$ cat src/rtl/sprint_input_pkg.sv
// Shared types and constants for the Sprint-family steering/gear input stages.
package sprint_input_pkg;

  typedef enum logic [1:0] {
    SYNC,
    IDLE,
    DIGITAL,
    PADDLE
  } src_e;

  // Phase index to quadrature code; adjacent entries differ in exactly one bit.
  localparam logic [1:0] QUAD_GRAY [4] = '{2'b00, 2'b01, 2'b11, 2'b10};

  localparam logic DIR_LEFT  = 1'b0;
  localparam logic DIR_RIGHT = 1'b1;

endpackage

$ cat src/rtl/quad_phase_gen.sv
// Quadrature phase stepper: moves a 2-bit phase index one position per advance
// and presents it Gray-coded, with a one-cycle step pulse on each move.
module quad_phase_gen
  import sprint_input_pkg::*;
(
  input  logic       clk,
  input  logic       rst_n,
  input  logic       advance,
  input  logic       dir,
  output logic [1:0] steer,
  output logic       step
);

  logic [1:0] idx_q;
  logic [1:0] idx_next;

  // Modulo-4 wrap is free from the 2-bit width, so 3->0 and 0->3 need no special case.
  assign idx_next = (dir == DIR_RIGHT) ? idx_q + 2'd1 : idx_q - 2'd1;

  // NOTE: sequential state uses non-blocking assignments so every register
  // samples the pre-edge values, independent of statement order.
  always_ff @(posedge clk or negedge rst_n) begin
    if (!rst_n) begin
      idx_q <= 2'd0;
      steer <= 2'b00;
      step  <= 1'b0;
    end else begin
      step <= advance;
      if (advance) begin
        idx_q <= idx_next;
        steer <= QUAD_GRAY[idx_next];
      end
    end
  end

endmodule

$ cat src/rtl/paddle_steer_quad.sv
// Steering front end: turns left/right buttons or an absolute paddle position
// into a rate-limited quadrature stream emulating a continuous-rotation encoder.
module paddle_steer_quad
  import sprint_input_pkg::*;
#(
  parameter int DIG_DIV      = 22500,
  parameter int PAD_DIV      = 2250,
  parameter int PAD_DEADBAND = 1
) (
  input  logic       CLK,
  input  logic       Reset_n,
  input  logic       left,
  input  logic       right,
  input  logic       paddle_en,
  input  logic [7:0] paddle,
  output logic [1:0] steer,
  output logic       step,
  output logic       dir,
  output logic       busy
);

  localparam logic [15:0] DIG_LIM = 16'(DIG_DIV - 1);
  localparam logic [15:0] PAD_LIM = 16'(PAD_DIV - 1);

  src_e        src_q;
  src_e        req_src;
  logic        req_dir;
  logic        req_dir_q;
  logic [15:0] div_q;
  logic [15:0] lim;
  logic [7:0]  pos_q;
  logic [7:0]  err;
  logic [7:0]  err_mag;
  logic        pad_req;
  logic        moving;
  logic        restart;
  logic        fire;
  logic        dir_q;
  logic        busy_q;

  // Modular distance; 0x80 has magnitude 128 and sign bit set, so it resolves left.
  assign err     = paddle - pos_q;
  assign err_mag = err[7] ? (~err + 8'd1) : err;
  assign pad_req = paddle_en && (err_mag > 8'(PAD_DEADBAND));

  // NOTE: every always_comb output gets a default first so no path infers a latch.
  always_comb begin
    req_src = IDLE;
    req_dir = DIR_LEFT;
    if (src_q == SYNC) begin
      req_src = IDLE;
    end else if (left ^ right) begin
      req_src = DIGITAL;
      req_dir = right ? DIR_RIGHT : DIR_LEFT;
    end else if (pad_req) begin
      req_src = PADDLE;
      req_dir = err[7] ? DIR_LEFT : DIR_RIGHT;
    end
  end

  assign moving  = (req_src == DIGITAL) || (req_src == PADDLE);
  assign restart = (req_src != src_q) || (req_dir != req_dir_q);
  assign lim     = (req_src == DIGITAL) ? DIG_LIM : PAD_LIM;
  assign fire    = moving && !restart && (div_q == lim);

  always_ff @(posedge CLK or negedge Reset_n) begin
    if (!Reset_n) begin
      src_q     <= SYNC;
      req_dir_q <= DIR_LEFT;
      div_q     <= '0;
      pos_q     <= 8'd0;
      dir_q     <= 1'b0;
      busy_q    <= 1'b0;
    end else begin
      src_q     <= req_src;
      req_dir_q <= req_dir;
      busy_q    <= moving;

      // A fresh request lands at 0, so the first edge comes a full period later.
      if (!moving || restart || fire) div_q <= '0;
      else                            div_q <= div_q + 16'd1;

      if (fire) dir_q <= req_dir;

      // Shadowing the paddle whenever it is not being tracked avoids a jump on switch-over.
      if (src_q == SYNC || req_src == DIGITAL || (req_src == IDLE && !paddle_en))
        pos_q <= paddle;
      else if (fire && req_src == PADDLE)
        pos_q <= (req_dir == DIR_RIGHT) ? pos_q + 8'd1 : pos_q - 8'd1;
    end
  end

  quad_phase_gen u_phase (
    .clk     (CLK),
    .rst_n   (Reset_n),
    .advance (fire),
    .dir     (req_dir),
    .steer   (steer),
    .step    (step)
  );

  assign dir  = dir_q;
  assign busy = busy_q;

endmodule

$ cat config.mk
export PLATFORM = sky130hd
export DESIGN_NAME = paddle_steer_quad
export DESIGN_NICKNAME = d
export VERILOG_FILES = /design/src/rtl/sprint_input_pkg.sv /design/src/rtl/quad_phase_gen.sv /design/src/rtl/paddle_steer_quad.sv
export SDC_FILE = /design/constraint.sdc
export NUM_CORES = 1
export LEC_CHECK = 0
export CAP_MARGIN = 20
export CORE_MARGIN = 5
export CORE_UTILIZATION = 54
export CTS_CLUSTER_SIZE = 16
export DETAILED_ROUTE_END_ITERATION = 10
export MAX_ROUTING_LAYER = met4
export PLACE_DENSITY = 0.72
export SLEW_MARGIN = 20
export SYNTH_ARGS = -nofsm -noshare
export SYNTH_HDL_FRONTEND = slang
export SYNTH_SLANG_ARGS = --single-unit
export TNS_END_PERCENT = 10
$ cat constraint.sdc
create_clock -name CLK -period 6 [get_ports CLK]
set_input_delay 1.5 -clock CLK [delete_from_list [all_inputs] [get_ports CLK]]
set_output_delay 1.5 -clock CLK [all_outputs]
set_load 0.02 [all_outputs]
# Word-level counts from Yosys, hierarchy flattened
# Cells that the tools add are included.
# W data, S select, Z words.
# op_classes
n_addsub	7
mul	0
div_mod_pow	0
order_cmp	2
n_eq_ne	6
shifts	0
muxes	18
bitwise	3
reduce_logical	16
# ops
cell	count
$mux W8	4
$add A16 B1 Y16 const B	1
$add A8 B1 Y8 const B	2
$eq A16 B15 Y1	1
$mux W16	1
$mux W15	1
$mux W2	6
$gt A8 B1 Y1 const B	1
$not A8 Y8	1
$sub A8 B1 Y8 const B	1
$sub A8 B8 Y8	1
$logic_or A1 B1 Y1	6
$logic_and A1 B1 Y1	5
$mux W1	5
$bmux W2 S2	1
$eq A2 B2 Y1 const B	2
$ge A3 B3 Y1 const B	1
$logic_not A1 Y1	3
$not A2 Y3	1
$add A2 B1 Y2 const B	1
$eq A2 B1 Y1 const B	1
$logic_not A2 Y1	1
$ne A2 B2 Y1	1
$reduce_bool A2 Y1	1
3 further kinds	3
# word_totals
reg_bits	34
latchBits	0
ramBits	0
rom_bits	0
out_inout_bits	5
elab_cells	61
memories	0

# Longest topological paths before layout
# Gate-level depths: netlist (run 1).
# logic_depth
word_depth	17
mapped_depth	19
depth_no_buf	19

# Cells and area by module
# Synthesis (run 1) repeated with hierarchy kept, for this count alone.
# hier_totals
hier_cells	262
area_unflattened_um2	2307.2
# by_module_without_submodules
module	instances	cells_each	area_per_inst_um2
paddle_steer_quad	1	250	2152.1
quad_phase_gen	1	12	155.1

# Worst setup path after synthesis (run 1)
# Ideal clock, no wire load.
# synth_path
path_kind	input -> register
startpoint	in paddle[0]
endpoint	reg pos_q[7]
t_arrival_ns	5.365
slack_ns	0.553
cell_stages	19
path_buffers	0
path_cell_list	inv_1 -> ha_1 -> inv_1 -> fa_1 -> a211oi_1 -> nand2b_1 -> and2_1 -> nor3_1 -> o32ai_1 -> o21ai_1 -> ha_1 -> a21o_1 -> a21o_1 -> a21o_1 -> a21oi_1 -> o21ai_0 -> xnor2_1 -> or3_1 -> a31oi_1
# synth_between
elab_chain_len	16
word_cells_on_any_way	33
classes_between	add/sub (2); order compare (1); eq/ne (6); mux (12); bitwise (1); reduce/logical (11)
# synth_rtl
element	line	text
start: declaration	paddle_steer_quad.sv:15	input logic [7:0] paddle,
$sub A8 B8 Y8 (*)	paddle_steer_quad.sv:42	assign err = paddle - pos_q;
parallel branches: the longest is 15 deep, another holds $add A8 B1 Y8	n/a	
end signal: assignment	paddle_steer_quad.sv:87	pos_q <= paddle;
end signal: assignment	paddle_steer_quad.sv:89	pos_q <= (req_dir == DIR_RIGHT) ? pos_q + 8'd1 : pos_q - 8'd1;
end: declaration	paddle_steer_quad.sv:31	logic [7:0] pos_q;
# Mark *: on every way between the ends. The select of a mux whose other input is x is not followed.
# A chain may end at the register's enable or synchronous reset.

# Final worst setup path (run 1)
# Same ends and word-level chain as after synthesis.

==> flow_metrics.env, run 1 <==
export IMPL_outcome="completed"
export IMPL_start_kind="primary input"
export IMPL_pwr_share_comb_pct=37.8
export IMPL_initial_core_util_pct=55.7
export IMPL_cp_required_ns=6.20
export IMPL_yosysUniqueCellTypes=51
export IMPL_worst_pin_slew_ns=0.552
export IMPL_postCtsSetupRepairBufs=0
export IMPL_clockPowerShare_pct=26.2
export IMPL_synth_area_um2=2430
export IMPL_dieArea_um2=5930
export IMPL_num_vias=2004
export IMPL_via_per_inst=5.81
export IMPL_rsz0062_at_grt="no"
export IMPL_drive_gt1_share_pct=6.14
export IMPL_core_area_um2=4350
export IMPL_ys_seq_elements=33
export IMPL_syn_nets=301
export IMPL_p_sw_mw=0.235
export IMPL_critPathCaptureType="flop"
export IMPL_ios=18
export IMPL_antenna_found_initial=0
export IMPL_synth_xor_area_share_pct=11.8
export IMPL_stdcell_count=345
export IMPL_first_iter_violations=103
export IMPL_timing_rr_end="pos_q[7]$_DFFE_PN0P_"
export IMPL_gr_usage_all_layers_pct=18.7
export IMPL_setup_slack_ns=0.394
export IMPL_crit_fanout=5
export IMPL_finalSetupTns_ns=0
export IMPL_nets=323
export IMPL_seqPwrFrac_pct=36.0
export IMPL_finalWirelength_um=5030
export IMPL_cts_sinks=33
export IMPL_hpwlAfterDp_um=3830
export IMPL_fillers=378
export IMPL_hold_path_class="flop to flop"
export IMPL_hold_viol_final=0
export IMPL_maxSlewViolCount=0
export IMPL_post_place_cells=337
export IMPL_grt_max_degree=34
export IMPL_grt_overflow=0
export IMPL_synthFlopType="dfrtp_1"
export IMPL_post_place_ws_ns=0.114
export IMPL_finalCritPeriodShare_pct=93.4
export IMPL_cts_tree="done"
export IMPL_critPathArrivalTime_ns=5.81
export IMPL_relSlewSlack_pct=62.8
export IMPL_clk_pin_slew_ns=0.06
export IMPL_port_buffers=17
export IMPL_async_flop_share_pct=100
export IMPL_area_growth_pct=13.7
export IMPL_synth_edff_count=0
export IMPL_p_per_area_nw_per_um2=250
export IMPL_swShare_pct=34.1
export IMPL_root_buffer="clkbuf_8"
export IMPL_h_tree_depth=2
export IMPL_syn_instance_count=270
export IMPL_antenna_cells=0
export IMPL_first_global_vias=2040
export IMPL_dr_pass1_iters=4
export IMPL_leakage_nw=1.22
export IMPL_post_route_util_pct=63.3
export IMPL_peakVddDrop_uv=258
export IMPL_rr_worst_depth=18
export IMPL_period_needed_ns=5.61
export IMPL_cts_buffers=5
export IMPL_synth_compound_area_share_pct=17.1
export IMPL_row_count=24
export IMPL_r2r_setup_slack_ns=1.60
export IMPL_clockBufferDepth=2
export IMPL_clk_latency_ns=0.28
export IMPL_wire_per_inst_um=14.6
export IMPL_avgSynthCellArea_um2=8.99
export IMPL_cts_resized=0
export IMPL_final_cell_mix="dfrtp_1 (33), nor2_1 (31), nand2_1 (23), inv_1 (19)"
export IMPL_synth_simple_gate_area_share_pct=21.6
export IMPL_worst_setup_path_type="primary input to flop"
export IMPL_timing_max_cap_violations=0
export IMPL_chipWidth_um=77.0
export IMPL_fmax_ghz=0.178
export IMPL_critPathCapture="pos_q[7]$_DFFE_PN0P_"
export IMPL_drc_errors=0
export IMPL_finalSetupViolations=0
export IMPL_synthMuxAreaShare_pct=1.29
export IMPL_grt_pass1_wl_um=8990
export IMPL_p_total_mw=0.689
export IMPL_yosysSeqAreaShare_pct=34.0
export IMPL_ant_nets=0
export IMPL_synth_top_family_by_area="simple AND/OR/NAND/NOR gates"
export IMPL_synth_fa_ha_area_share_pct=9.90
export IMPL_final_common_cell="dfrtp_1"
export IMPL_yosys_warnings=0
export IMPL_r2r_start="pos_q[0]$_DFFE_PN0P_"
export IMPL_dieHeight_um=77.0
export IMPL_power_internal_mw=0.454
export IMPL_startpoint="paddle[0]"
export IMPL_place_gp_congestion=0.886
export IMPL_cts_hold_buffers=0
export IMPL_skew_ns=0.00214
==> worst max-delay path, stage by stage <==
cell             delay, ns
clkdlybuf4s50_1       0.42
inv_1                 0.06
ha_1                  0.17
inv_1                 0.06
fa_1                  0.41
a211oi_1              0.35
nand2b_1              0.21
and2_1                0.20
nor3_1                0.07
o32ai_1               0.35
o21ai_1               0.16
buf_4                 0.19
ha_1                  0.33
a21o_1                0.19
a21o_1                0.17
a21oi_1               0.20
o21ai_0               0.14
xnor2_1               0.14
or3_1                 0.31
a31oi_1               0.17
==> sequential cells by signal (all words and copies together), names as in the netlist <==
signal and cells:
div_q 16, pos_q 8, src_q 2, u_phase.idx_q 2
busy 1, dir 1, req_dir_q 1, u_phase.steer 1
u_phase.step 1
==> Yosys cell counts, types with 7 or more instances <==
library cell	n	area (µm²)
a21o_1	7	52.6
a21oi_1	8	40.0
a31oi_1	7	43.8
dfrtp_1	33	826
ha_1	16	200
inv_1	19	71.3
nand2_1	23	86.3
nand3_1	10	50.1
nor2_1	31	116
o21ai_0	12	60.1
xnor2_1	13	114
xor2_1	17	149
==> per-layer routing <==
metal	routed length, µm	track usage, %
met5	0	-
met4	122	6.87
met3	121	2.69
met2	2470	31.6
met1	2310	22.7
==> power by group through the flow <==
stage | Clock [mW] | Sequential (mW) | Combinational (mW)
CTS | 0.187 | 0.248 | 0.260
global placement | 0 | 0.252 | 0.256
global route | 0.196 | 0.251 | 0.291
detailed placement | 0 | 0.252 | 0.259
finish | 0.181 | 0.248 | 0.260
floorplan | 0 | 0.250 | 0.196
==> cell type report <==
| class | instances | area, µm² | area share [%] |
|---|---|---|---|
| clock buffers | 7 | 96.3 | 3.49 |
| multi-input cells | 212 | 1490 | 54.2 |
| well taps | 52 | 65.1 | 2.36 |
| repair buffers | 21 | 200 | 7.26 |
| flip-flops and latches | 33 | 826 | 29.9 |
| inverters | 19 | 71.3 | 2.59 |
| clock inverters | 1 | 5.00 | 0.181 |
==> stage by stage <==
| stage | hold slack, ns | area (µm²) |
|---|---|---|
| 2_1_floorplan | 0.465 | 2430 |
| 6_report | 0.495 | 2760 |
| 5_1_grt | 0.502 | 2760 |
| 3_3_place_gp | 0.482 | 2660 |
| 3_5_place_dp | 0.481 | 2660 |
| 4_1_cts | 0.494 | 2760 |
==> how the worst min path moves through the flow <==
stage	from	end	slack, ns	cells past startpoint
finish	u_phase.idx_q[0]$_DFFE_PN0P_	u_phase.idx_q[0]$_DFFE_PN0P_	0.49	1
global route	u_phase.idx_q[0]$_DFFE_PN0P_	u_phase.idx_q[0]$_DFFE_PN0P_	0.50	1
CTS	u_phase.idx_q[0]$_DFFE_PN0P_	u_phase.idx_q[0]$_DFFE_PN0P_	0.49	1
detailed placement	dir$_DFFE_PN0P_	dir$_DFFE_PN0P_	0.48	2
global placement	u_phase.idx_q[0]$_DFFE_PN0P_	u_phase.idx_q[0]$_DFFE_PN0P_	0.48	1
floorplan	u_phase.idx_q[0]$_DFFE_PN0P_	u_phase.idx_q[0]$_DFFE_PN0P_	0.47	1
==> kinds of logic after synthesis <==
kind of cell,Yosys count
AND/OR/NAND/NOR,101
AO/OA/AOI/OAI,59
flip-flops,33
XOR/XNOR,31
buffers and inverters,25
adder cells (fa/ha/maj),18
multiplexers,3
No activity file was read; power rests on OpenSTA's default activity.
==> run 2, diff against run 1 <==
==> constraint.sdc (replaced) <==
create_clock -name CLK -period 5.95 [get_ports CLK]
set_input_delay 1.4875 -clock CLK [delete_from_list [all_inputs] [get_ports CLK]]
set_output_delay 1.4875 -clock CLK [all_outputs]
set_load 0.02 [all_outputs]
==> flow_metrics.env, run 2 (synthesized netlist as in run 1, its figures left out) <==
export IMPL_regMostFlops="div_q"
export IMPL_row_count=24
export IMPL_clk_latency_ns=0.29
export IMPL_leakage_nw=1.22
export IMPL_crit_slowest_cell="clkdlybuf4s50_1"
export IMPL_cp_required_ns=6.16
export IMPL_ant_nets=0
export IMPL_finalWirelength_um=5140
export IMPL_power_internal_mw=0.437
export IMPL_nets=323
export IMPL_grt_pass1_wl_um=8890
export IMPL_seqPwrFrac_pct=36.8
export IMPL_cts_hold_buffers=0
export IMPL_r2r_setup_slack_ns=1.51
export IMPL_clockPowerShare_pct=24.2
export IMPL_final_common_cell="dfrtp_1"
export IMPL_skew_ns=0.00847
export IMPL_crit_fanout=12
export IMPL_critical_path_max_stage_delay_ns=0.42
export IMPL_grt_util_met3_pct=3.28
export IMPL_grt_overflow=0
export IMPL_dieArea_um2=5930
export IMPL_fillers=386
export IMPL_gr_max_usage_layer="met2"
export IMPL_clockBufferDepth=2
export IMPL_stdcell_count=345
export IMPL_dr_pass1_iters=4
export IMPL_initial_core_util_pct=55.7
export IMPL_ios=18
export IMPL_crit_family="compound AO/OA/AOI/OAI gates"
export IMPL_area_growth_pct=13.7
export IMPL_final_cell_mix="dfrtp_1 (33), nor2_1 (31), nand2_1 (23), inv_1 (19)"
export IMPL_finalSetupViolations=0
export IMPL_hold_viol_final=0
export IMPL_critPathCaptureType="flop"
export IMPL_fmax_ghz=0.178
export IMPL_p_per_area_nw_per_um2=247
export IMPL_hold_path_class="flop to flop"
export IMPL_outcome="completed"
export IMPL_core_area_um2=4350
export IMPL_drive_gt1_share_pct=6.48
export IMPL_peakVddDrop_uv=172
export IMPL_antenna_cells=0
export IMPL_met1_usage_pct=22.2
export IMPL_timing_max_cap_violations=0
export IMPL_finalSetupTns_ns=0
export IMPL_period_needed_ns=5.63
export IMPL_maxSlewViolCount=0
export IMPL_clk_pin_slew_ns=0.07
export IMPL_largest_reg_flops=16
export IMPL_first_global_vias=2027
export IMPL_gr_usage_all_layers_pct=18.5
export IMPL_wire_per_inst_um=14.9
export IMPL_cts_buffers=5
export IMPL_worst_setup_path_type="primary input to flop"
export IMPL_antenna_found_initial=0
export IMPL_swShare_pct=35.9
export IMPL_relSlewSlack_pct=64.9
export IMPL_top_regs="div_q (16), pos_q (8)"
export IMPL_grt_use_met2_pct=31.2
export IMPL_num_vias=2000
export IMPL_post_place_cells=337
export IMPL_chipWidth_um=77.0
export IMPL_port_buffers=17
export IMPL_pwr_share_comb_pct=39.1
export IMPL_place_gp_congestion=0.830
export IMPL_start_kind="primary input"
export IMPL_critPathArrivalTime_ns=5.84
export IMPL_dieHeight_um=77.0
export IMPL_drc_errors=0
export IMPL_cp_num_buf_inv=4
export IMPL_worst_pin_slew_ns=0.526
export IMPL_grt_max_degree=34
export IMPL_hpwlAfterDp_um=3870
export IMPL_h_tree_depth=2
export IMPL_first_iter_violations=65
export IMPL_cts_sinks=33
export IMPL_path_cells="clkdlybuf4s50_1 -> inv_1 -> ha_1 -> inv_1 -> fa_1 -> a211oi_1 -> nand2b_1 -> and2_1 -> nor3_1 -> o32ai_1 -> o21ai_2 -> buf_12 -> ha_1 -> a21o_1 -> a21o_1 -> a21oi_1 -> o21ai_0 -> xnor2_1 -> or3_1 -> a31oi_1"
export IMPL_root_buffer="clkbuf_8"
export IMPL_finalCritPeriodShare_pct=94.6
export IMPL_holdWs_ns=0.497
export IMPL_cts_tree="done"
export IMPL_p_sw_mw=0.245
export IMPL_via_per_inst=5.80
run 2: cell count changes in the layout (fill, tap and decap cells not counted):
cell and change:
clkinv_2 +1, o21ai_2 +1, buf_12 +1, o21ai_1 -1
clkbuf_8 -2, clkinvlp_4 +1, buf_4 -1
run 2: final timing paths:
check	start	cells past startpoint	to
worst max-delay path	paddle[0]	20	pos_q[7]$_DFFE_PN0P_
worst min-delay path	u_phase.idx_q[0]$_DFFE_PN0P_	1	u_phase.idx_q[0]$_DFFE_PN0P_
worst max register to register	pos_q[0]$_DFFE_PN0P_	18	pos_q[7]$_DFFE_PN0P_
worst min register to register	u_phase.idx_q[0]$_DFFE_PN0P_	1	u_phase.idx_q[0]$_DFFE_PN0P_
max in group asynchronous	Reset_n	2	pos_q[6]$_DFFE_PN0P_
min in group asynchronous	Reset_n	2	div_q[6]$_DFF_PN0_
run 2: per-stage QoR:
stage | total power [mW] | worst slack [ns] | cell area, µm² | utilization, %
4_1_cts | 0.687 | 0.285 | 2760 | 63.3
3_3_place_gp | 0.514 | 0.150 | 2670 | 61.3
6_report | 0.683 | 0.324 | 2760 | 63.4
2_1_floorplan | 0.450 | 0.516 | 2430 | -
3_5_place_dp | 0.519 | -0.00137 | 2670 | 61.3
5_1_grt | 0.731 | -0.0226 | 2760 | 63.4
run 2: what timing repair did:
action / in CTS / in global routing
setup buffers: 0 / 0
hold endpoints to repair: 0 / 0
setup endpoints to repair: 0 / 1
gates resized for setup: 0 / 1
run 2: worst reg2reg max path: stages (launching register included):
cell and delay [ns]:
dfrtp_1 0.45, ha_1 0.23, inv_1 0.06, fa_1 0.40, a211oi_1 0.28, nand2b_1 0.20, and2_1 0.21, nor3_1 0.07
o32ai_1 0.42, o21ai_2 0.18, buf_12 0.19, ha_1 0.34, a21o_1 0.19, a21o_1 0.17, a21oi_1 0.21, o21ai_0 0.15
xnor2_1 0.15, or3_1 0.31, a31oi_1 0.16
run 2: metal layers:
metal / routed length (µm) / vias up
li1: - / 1008
met1: 2380 / 969
met2: 2580 / 16
met3: 93 / 7
met4: 87 / 0
met5: 0 / -
run 2: layout make-up:
| type | count | area [µm²] | share of cell area, % |
|---|---|---|---|
| Inverter | 19 | 71.3 | 2.59 |
| Tap cell | 52 | 65.1 | 2.36 |
| Timing Repair Buffer | 21 | 213 | 7.71 |
| Multi-Input combinational cell | 212 | 1500 | 54.3 |
| Clock inverter | 3 | 17.5 | 0.635 |
| Clock buffer | 5 | 68.8 | 2.49 |
| Sequential cell | 33 | 826 | 29.9 |
run 2: power by group through the flow:
stage | logic, mW | registers, mW | clock network (mW)
after floorplan | 0.198 | 0.252 | 0
after global placement | 0.260 | 0.254 | 0
after detailed placement | 0.265 | 0.254 | 0
after CTS | 0.267 | 0.250 | 0.170
after global routing | 0.300 | 0.253 | 0.178
final | 0.267 | 0.251 | 0.165
==> run 3, diff against run 2 <==
==> constraint.sdc (replaced) <==
create_clock -name CLK -period 5.3 [get_ports CLK]
set_input_delay 1.325 -clock CLK [delete_from_list [all_inputs] [get_ports CLK]]
set_output_delay 1.325 -clock CLK [all_outputs]
set_load 0.02 [all_outputs]
==> flow_metrics.env, run 3 (synthesized netlist as in run 1, its figures left out) <==
export IMPL_port_buffers=17
export IMPL_gr_usage_all_layers_pct=19.7
export IMPL_outcome="completed"
export IMPL_dieArea_um2=5930
export IMPL_grt_max_degree=34
export IMPL_wire_per_inst_um=14.7
export IMPL_power_internal_mw=0.534
export IMPL_place_area_um2=2840
export IMPL_root_buffer="clkbuf_8"
export IMPL_drive_gt1_share_pct=14.2
export IMPL_start_kind="primary input"
export IMPL_p_per_area_nw_per_um2=281
export IMPL_fmax_ghz=0.200
export IMPL_final_cell_mix="dfrtp_1 (33), nor2_1 (31), buf_4 (28), nand2_1 (23), inv_1 (19)"
export IMPL_holdWs_ns=0.498
export IMPL_first_iter_violations=87
export IMPL_grt_pass1_wl_um=9380
export IMPL_clockPowerShare_pct=22.4
export IMPL_crit_fanout=4
export IMPL_crit_slowest_cell="clkdlybuf4s50_1"
export IMPL_path_cells="clkdlybuf4s50_1 -> inv_1 -> ha_1 -> inv_1 -> fa_1 -> buf_4 -> xnor2_2 -> o211ai_1 -> a211o_1 -> nor3_1 -> o32ai_1 -> o21ai_1 -> buf_4 -> ha_1 -> buf_4 -> a21o_1 -> a21o_1 -> a21o_1 -> a21oi_1 -> xnor2_1 -> nand2_1 -> a31oi_1"
export IMPL_grt_overflow=0
export IMPL_num_vias=2110
export IMPL_timing_max_cap_violations=0
export IMPL_dieHeight_um=77.0
export IMPL_cts_buffers=5
export IMPL_worst_pin_slew_ns=0.605
export IMPL_nets=347
export IMPL_clockBufferDepth=2
export IMPL_worst_setup_path_type="primary input to flop"
export IMPL_relSlewSlack_pct=59.1
export IMPL_finalCritPeriodShare_pct=94.5
export IMPL_pwr_share_comb_pct=43.5
export IMPL_clk_latency_ns=0.28
export IMPL_critical_path_max_stage_delay_ns=0.42
export IMPL_postCtsSetupRepairBufs=0
export IMPL_post_place_cells=361
export IMPL_hold_path_class="flop to flop"
export IMPL_rsz0062_at_grt="no"
export IMPL_ant_nets=0
export IMPL_place_gp_congestion=0.901
export IMPL_finalWirelength_um=5440
export IMPL_cts_sinks=33
export IMPL_row_count=24
export IMPL_p_sw_mw=0.292
export IMPL_antenna_cells=0
export IMPL_largest_reg_flops=16
export IMPL_clk_pin_slew_ns=0.07
export IMPL_final_common_cell="dfrtp_1"
export IMPL_area_growth_pct=21.1
export IMPL_antenna_found_initial=0
export IMPL_dr_pass1_iters=4
export IMPL_peakVddDrop_uv=279
export IMPL_regMostFlops="div_q"
export IMPL_chipWidth_um=77.0
export IMPL_period_needed_ns=5.01
export IMPL_initial_core_util_pct=55.7
export IMPL_hold_viol_final=0
export IMPL_seqPwrFrac_pct=34.1
export IMPL_top_regs="div_q (16), pos_q (8)"
export IMPL_critPathArrivalTime_ns=5.21
export IMPL_leakage_nw=1.34
export IMPL_core_area_um2=4350
export IMPL_drc_errors=0
export IMPL_fin_area_um2=2940
export IMPL_first_global_vias=2113
export IMPL_cp_required_ns=5.51
export IMPL_cts_tree="done"
export IMPL_ios=18
export IMPL_h_tree_depth=2
export IMPL_finalSetupViolations=0
export IMPL_skew_ns=0.00282
export IMPL_critPathCaptureType="flop"
export IMPL_via_per_inst=5.72
export IMPL_swShare_pct=35.3
export IMPL_hpwlAfterDp_um=4110
export IMPL_maxSlewViolCount=0
export IMPL_stdcell_count=369
==> run 3: power by group through the flow <==
| stage | Clock [mW] | Combinational [mW] | Sequential (mW) |
|---|---|---|---|
| finish | 0.185 | 0.359 | 0.282 |
| global placement | 0 | 0.338 | 0.285 |
| floorplan | 0 | 0.222 | 0.283 |
| global route | 0.205 | 0.394 | 0.284 |
| detailed placement | 0 | 0.347 | 0.286 |
| CTS | 0.191 | 0.350 | 0.281 |
==> run 3: cell type report <==
class	count	area [µm²]
Clock buffer	5	68.8
Timing Repair Buffer	45	380
Fill cell	369	1420
Inverter	19	71.3
Multi-Input combinational cell	212	1510
Sequential cell	33	826
Clock inverter	3	17.5
Tap cell	52	65.1
==> run 3: final timing paths <==
kind	from	to	slack (ns)	cells past startpoint
max	paddle[0]	pos_q[6]$_DFFE_PN0P_	0.29	22
min	u_phase.idx_q[0]$_DFFE_PN0P_	u_phase.idx_q[0]$_DFFE_PN0P_	0.50	1
max reg2reg	pos_q[0]$_DFFE_PN0P_	pos_q[6]$_DFFE_PN0P_	1.33	20
min reg2reg	u_phase.idx_q[0]$_DFFE_PN0P_	u_phase.idx_q[0]$_DFFE_PN0P_	0.50	1
max in group asynchronous	Reset_n	div_q[9]$_DFF_PN0_	3.57	2
min in group asynchronous	Reset_n	dir$_DFFE_PN0P_	1.43	2
==> run 3: worst max-delay path: cells and delay by family <==
kind                       cells  cell delay (ns)
buffers and inverters          6             1.02
and+or+nand+nor                2             0.28
adders and majority gates      3             0.79
AOI/OAI and AO/OA              9             1.52
xor gates and xnor gates       2             0.28
==> run 3: timing repair <==
item,in CTS,in global routing
gates resized for setup,0,4
hold buffers,0,0
endpoints found under the setup margin,0,2
==> run 3: per-stage QoR <==
step                      total power [mW]  worst slack (ns)  TNS [ns]  utilization [%]
after detailed placement             0.632           -0.0671   -0.0675             65.1
after floorplan                      0.505            0.0280         0                -
after CTS                            0.822             0.233         0             67.1
final                                0.825             0.294         0             67.5
after global placement               0.623            0.0610         0             65.1
after global routing                 0.884           0.00926         0             67.5
==> run 3: metal layers <==
layer	vias up	global-route usage [%]	part of all wire [%]
met5	-	-	0
met4	0	5.67	1.0
met3	5	3.40	3.0
met2	24	33.1	51
met1	1032	24.3	45
li1	1049	-	-
